==> src/rtl/uart_tx_arbiter.sv <==
// Round-robin arbiter that feeds one byte at a time from NUM_REQ requesters into a
// single UART transmitter, with a watchdog on each transfer and a drain phase after it.
module uart_tx_arbiter #(
  parameter int NUM_REQ    = 4,
  parameter int DATA_WIDTH = 8,
  parameter int TIMEOUT    = 4096
) (
  input  logic                          clk,
  input  logic                          arst,
  input  logic [NUM_REQ-1:0]            req,
  input  logic [NUM_REQ*DATA_WIDTH-1:0] req_data,
  output logic [NUM_REQ-1:0]            grant,
  output logic                          busy,
  output logic                          timeout_err,
  output logic                          tx_dv,
  output logic [DATA_WIDTH-1:0]         tx_data,
  input  logic                          tx_active,
  input  logic                          tx_done
);

  localparam int IDX_W = $clog2(NUM_REQ);
  localparam int CNT_W = $clog2(TIMEOUT + 1);
  localparam logic [CNT_W-1:0] CNT_LAST = CNT_W'(TIMEOUT - 1);
  localparam logic [IDX_W-1:0] IDX_LAST = IDX_W'(NUM_REQ - 1);

  typedef enum logic [1:0] {IDLE, LAUNCH, WAIT_DONE, DRAIN} state_e;

  state_e                state_q, state_d;
  logic [IDX_W-1:0]      last_grant_q, last_grant_d;
  logic [IDX_W-1:0]      winner_q, winner_d;
  logic [CNT_W-1:0]      wdog_q, wdog_d;
  logic [DATA_WIDTH-1:0] tx_data_q, tx_data_d;

  logic                  rr_found;
  logic [IDX_W-1:0]      rr_idx;
  logic [IDX_W-1:0]      rr_sel;
  logic                  wdog_expired;

  assign wdog_expired = (wdog_q == CNT_LAST);

  // NOTE: sequential state is updated with non-blocking assignments only, so every
  // flop samples the pre-edge values regardless of evaluation order.
  always_ff @(posedge clk or posedge arst) begin
    if (arst) begin
      state_q      <= IDLE;
      last_grant_q <= IDX_LAST;
      winner_q     <= '0;
      wdog_q       <= '0;
      tx_data_q    <= '0;
    end else begin
      state_q      <= state_d;
      last_grant_q <= last_grant_d;
      winner_q     <= winner_d;
      wdog_q       <= wdog_d;
      tx_data_q    <= tx_data_d;
    end
  end

  // Scan downwards so the candidate closest after last_grant is written last and wins.
  always_comb begin
    rr_found = 1'b0;
    rr_sel   = last_grant_q;
    rr_idx   = '0;
    for (int i = NUM_REQ; i >= 1; i--) begin
      rr_idx = IDX_W'((int'(last_grant_q) + i) % NUM_REQ);
      if (req[rr_idx]) begin
        rr_found = 1'b1;
        rr_sel   = rr_idx;
      end
    end
  end

  // NOTE: every variable gets a default before the case so no path leaves one
  // unassigned, which would otherwise infer a latch.
  always_comb begin
    state_d      = state_q;
    last_grant_d = last_grant_q;
    winner_d     = winner_q;
    wdog_d       = wdog_q;
    tx_data_d    = tx_data_q;
    case (state_q)
      IDLE: begin
        if (rr_found) begin
          winner_d  = rr_sel;
          tx_data_d = DATA_WIDTH'(req_data >> (int'(rr_sel) * DATA_WIDTH));
          state_d   = LAUNCH;
        end
      end
      LAUNCH: begin
        last_grant_d = winner_q;
        wdog_d       = '0;
        state_d      = WAIT_DONE;
      end
      WAIT_DONE: begin
        // tx_done takes precedence over a simultaneous watchdog expiry.
        if (tx_done || wdog_expired) state_d = DRAIN;
        else                         wdog_d  = wdog_q + CNT_W'(1);
      end
      DRAIN: begin
        if (!tx_done && !tx_active) state_d = IDLE;
      end
      default: state_d = IDLE;
    endcase
  end

  always_comb begin
    grant       = '0;
    tx_dv       = 1'b0;
    timeout_err = 1'b0;
    if (state_q == LAUNCH) begin
      tx_dv           = 1'b1;
      grant[winner_q] = 1'b1;
    end
    if (state_q == WAIT_DONE && !tx_done && wdog_expired) timeout_err = 1'b1;
  end

  assign busy    = (state_q != IDLE);
  assign tx_data = tx_data_q;

endmodule
==> config.mk <==
export PLATFORM = sky130hd
export DESIGN_NAME = uart_tx_arbiter
export DESIGN_NICKNAME = d
export VERILOG_FILES = /design/src/rtl/uart_tx_arbiter.sv
export SDC_FILE = /design/constraint.sdc
export NUM_CORES = 1
export LEC_CHECK = 0
export ABC_CLOCK_PERIOD_IN_PS = 4600
export CAP_MARGIN = 25
export CORE_ASPECT_RATIO = 0.8
export CORE_MARGIN = 2
export CORE_UTILIZATION = 49
export CTS_CLUSTER_DIAMETER = 80
export DETAILED_ROUTE_END_ITERATION = 8
export GPL_ROUTABILITY_DRIVEN = 1
export PLACE_DENSITY = 0.85
export SLEW_MARGIN = 5
export SYNTH_ARGS = -nofsm -noshare
export SYNTH_HDL_FRONTEND = slang
export SYNTH_SLANG_ARGS = --single-unit
==> constraint.sdc <==
create_clock -name clk -period 4.6 [get_ports clk]
set_clock_uncertainty 0.1 [all_clocks]
set_input_delay 0.92 -clock clk [delete_from_list [all_inputs] [get_ports clk]]
set_output_delay 0.92 -clock clk [all_outputs]
set_load 0.1 [all_outputs]
==> run summary <==
H-tree lvl count = 1
largest buffer count on any clock path = 2
final WL = 4.192 mm
area delta synth->final = 37.34%
routed via count = 1458
Post-CTS Setup Bufs = 0
Via density = 5.586
status = finished clean
CP max stage cell = clkdlybuf4s50_1
Final Slew Violations = 0
Post-synth EDFFs = 0
syn_nets = 212
largest net degree at the start of global routing = 28
Mapped Cells = 167
Fin Setup TNS = 0 ns
synthesized area = 1675 um2
gpl congestion = 0.8608
RR Endpoint = wdog_q[5]$_DFFE_PP0P_
period utilization = 75.62%
Port Buf Inserts = 54
drt pass-1 iters = 4
kind of critical path = reg2out
Worst VDD drop = 0.4495 mV
worst setup path end = grant[1]
WP data required = 3.58 ns
Setup violations, final = 0
Finished Cell Area = 2301 um2
core area = 3176 um2
CP top delay family = buffers and inverters
Synth async-reset ratio = 100.0%
CP Launch Type = flop
vias in the first global route = 1473
top cell type by total area after synthesis = dfrtp_1
ANT nets after route = 0
HP Start = last_grant_q[0]$_DFFE_PP1P_
initial antenna violation count = 0
Psw = 772.2 uW
worst setup path start = state_q[1]$_DFFE_PP0P_
TritonCTS Buffers = 3
total gr overflow = 0
dpl ws = 1.428 ns
Arr. time, crit path = 2.46 ns
Reg2Reg Depth = 7
DRC Markers = 0
first-pass GRT wire length = 6.996 mm
pwr dens = 618.0 nW/um2
Hold Path Class = reg2reg
RSZ-0062 raised after global routing = no
crit-path cells = inv_1 > ha_1 > nand2_1 > nor2_1 > clkdlybuf4s50_1
fmax = 287.5 MHz
Top FF cell, synth = dfrtp_1
Worst slew margin = 33.62%
sink count of the clock tree = 27
CTS tree = yes
Yosys warning count = 0
Yosys cell types = 45
Die ar. = 3906 um2
Crit. End Element = output pin
clock root cell = clkbuf_8
Setup WS post-layout = 1.121 ns
Final nets = 267
synth cell count leaders = 25 x dfrtp_1, 25 x nand2_1, 20 x mux2i_1, 10 x nor2_1, 8 x inv_1
CP bufs+invs = 2
Inserted Diodes = 0
Die Y = 56.30 um
minimum clock period = 3.479 ns
drt wl/cell = 16.06 um
DRT iter0 DRCs = 74
final hold vios = 0
Pleak = 0.001012 uW
Total GRT Usage = 22.14%
Worst path depth = 5
Gate power share = 63.9%
Avg Cell Area, Syn = 10.03 um2
Seq pwr share = 26.6%
DP HPWL = 3.255 mm
RR Startpoint = state_q[0]$_DFFE_PP0P_
worst-margin pin slew = 0.9926 ns
crit-path max FO = 9
Crit path largest cell delay = 1.14 ns
layout cells sized above 1 = 10.86%
initial core utilization = 52.76%
# IOs = 55
Switching Fraction = 54.30%
Rows = 18
clk_lat worst skew = 0.27 ns
# resized after CTS = 0
Seq/Total Area, Yosys = 40.48%
CTS clock-pin slew for the worst setup and hold paths = 0.09 ns
top-area cell type share of the netlist area = 37.34%
Die Wd = 69.38 um
dpl cell area = 2227 um2
hold buffers post-CTS = 0
synth top area cells = dfrtp_1 37%, mux2i_1 12%, nand2_1 5.6%, ha_1 3.7%, dfstp_2 3.1%
Yosys reg bits = 27
Max-cap violations = 0
Worst R2R Setup Slack = 2.53 ns
clock share of power = 9.5%
internal power = 649.9 uW
sequential cells by signal, summed over array words and instances (netlist names):
name and flops:
last_grant_q 2, state_q 2, tx_data 8, wdog_q 13, winner_q 2
power groups by stage:
stage / logic (uW) / clock network [uW] / registers [uW]
after detailed placement: 903 / 0 / 381
final: 909 / 135 / 378
after global placement: 886 / 0 / 372
after floorplan: 483 / 0 / 607
after global routing: 959 / 149 / 388
after CTS: 906 / 140 / 376
worst register-to-register path, cell delays in order (launching register included):
cell and delay, ns:
dfrtp_1 0.43, inv_1 0.09, ha_1 0.23, nor2b_1 0.28
nand3_1 0.23, a211oi_1 0.35, xnor2_1 0.16, nor2_1 0.06
stage by stage:
stage | hold WS [ns] | util (%) | std cells | total power, uW
floorplan | 0.3636 | - | 167 | 1089
global placement | 0.3717 | 70.13 | 256 | 1258
detailed placement | 0.3924 | 70.13 | 256 | 1284
CTS | 0.4065 | 71.59 | 260 | 1423
global route | 0.4379 | 72.46 | 261 | 1496
finish | 0.4005 | 72.46 | 261 | 1422
layer usage:
metal	GRT usage [%]	part of all wire [%]	routed length [um]
met1	28.90	44	1832
met3	3.411	4.8	202
met5	0	0	0
met2	39.70	51	2137
met4	3.361	0.45	19
worst min-delay path by stage:
| stage | to | slack, ns | depth (start not counted) |
|---|---|---|---|
| after floorplan | last_grant_q[0]$_DFFE_PP1P_ | 0.36 | 2 |
| after global placement | tx_data[4]$_DFFE_PP0P_ | 0.37 | 2 |
| after detailed placement | last_grant_q[0]$_DFFE_PP1P_ | 0.39 | 2 |
| after CTS | last_grant_q[0]$_DFFE_PP1P_ | 0.41 | 2 |
| after global routing | tx_data[1]$_DFFE_PP0P_ | 0.44 | 2 |
| final | last_grant_q[0]$_DFFE_PP1P_ | 0.40 | 2 |
area by class of cell:
cell class / count / area [um2]
clock inverters: 1 / 5.005
flip-flops and latches: 27 / 678.2
inverters: 8 / 30.03
multi-input cells: 126 / 923.4
fillers: 220 / 874.6
repair buffers: 56 / 573.1
clock buffers: 3 / 41.29
well taps: 40 / 50.05
cell usage in the layout, fill, tap and decap left out, types with 3 or more instances in the layout:
cell type | netlist | layout
nor2_1 | 10 | 10
dfrtp_1 | 25 | 25
o221ai_1 | 6 | 6
o21ai_0 | 7 | 7
nand2b_1 | 7 | 7
xnor2_1 | 4 | 4
and3_1 | 3 | 3
nand3_1 | 6 | 6
clkbuf_8 | 0 | 3
inv_1 | 8 | 8
ha_1 | 5 | 5
mux2i_1 | 20 | 20
nand2_1 | 25 | 25
clkdlybuf4s50_1 | 0 | 53
cells by family after synthesis:
family	share of synthesized area [%]
simple gates	23.15
compound gates	13.22
flops	40.48
mux	12.62
buf+inv	4.705
fa+ha+maj	3.734
xor+xnor	2.091
Note: power is estimated with default switching activity, not from simulation.
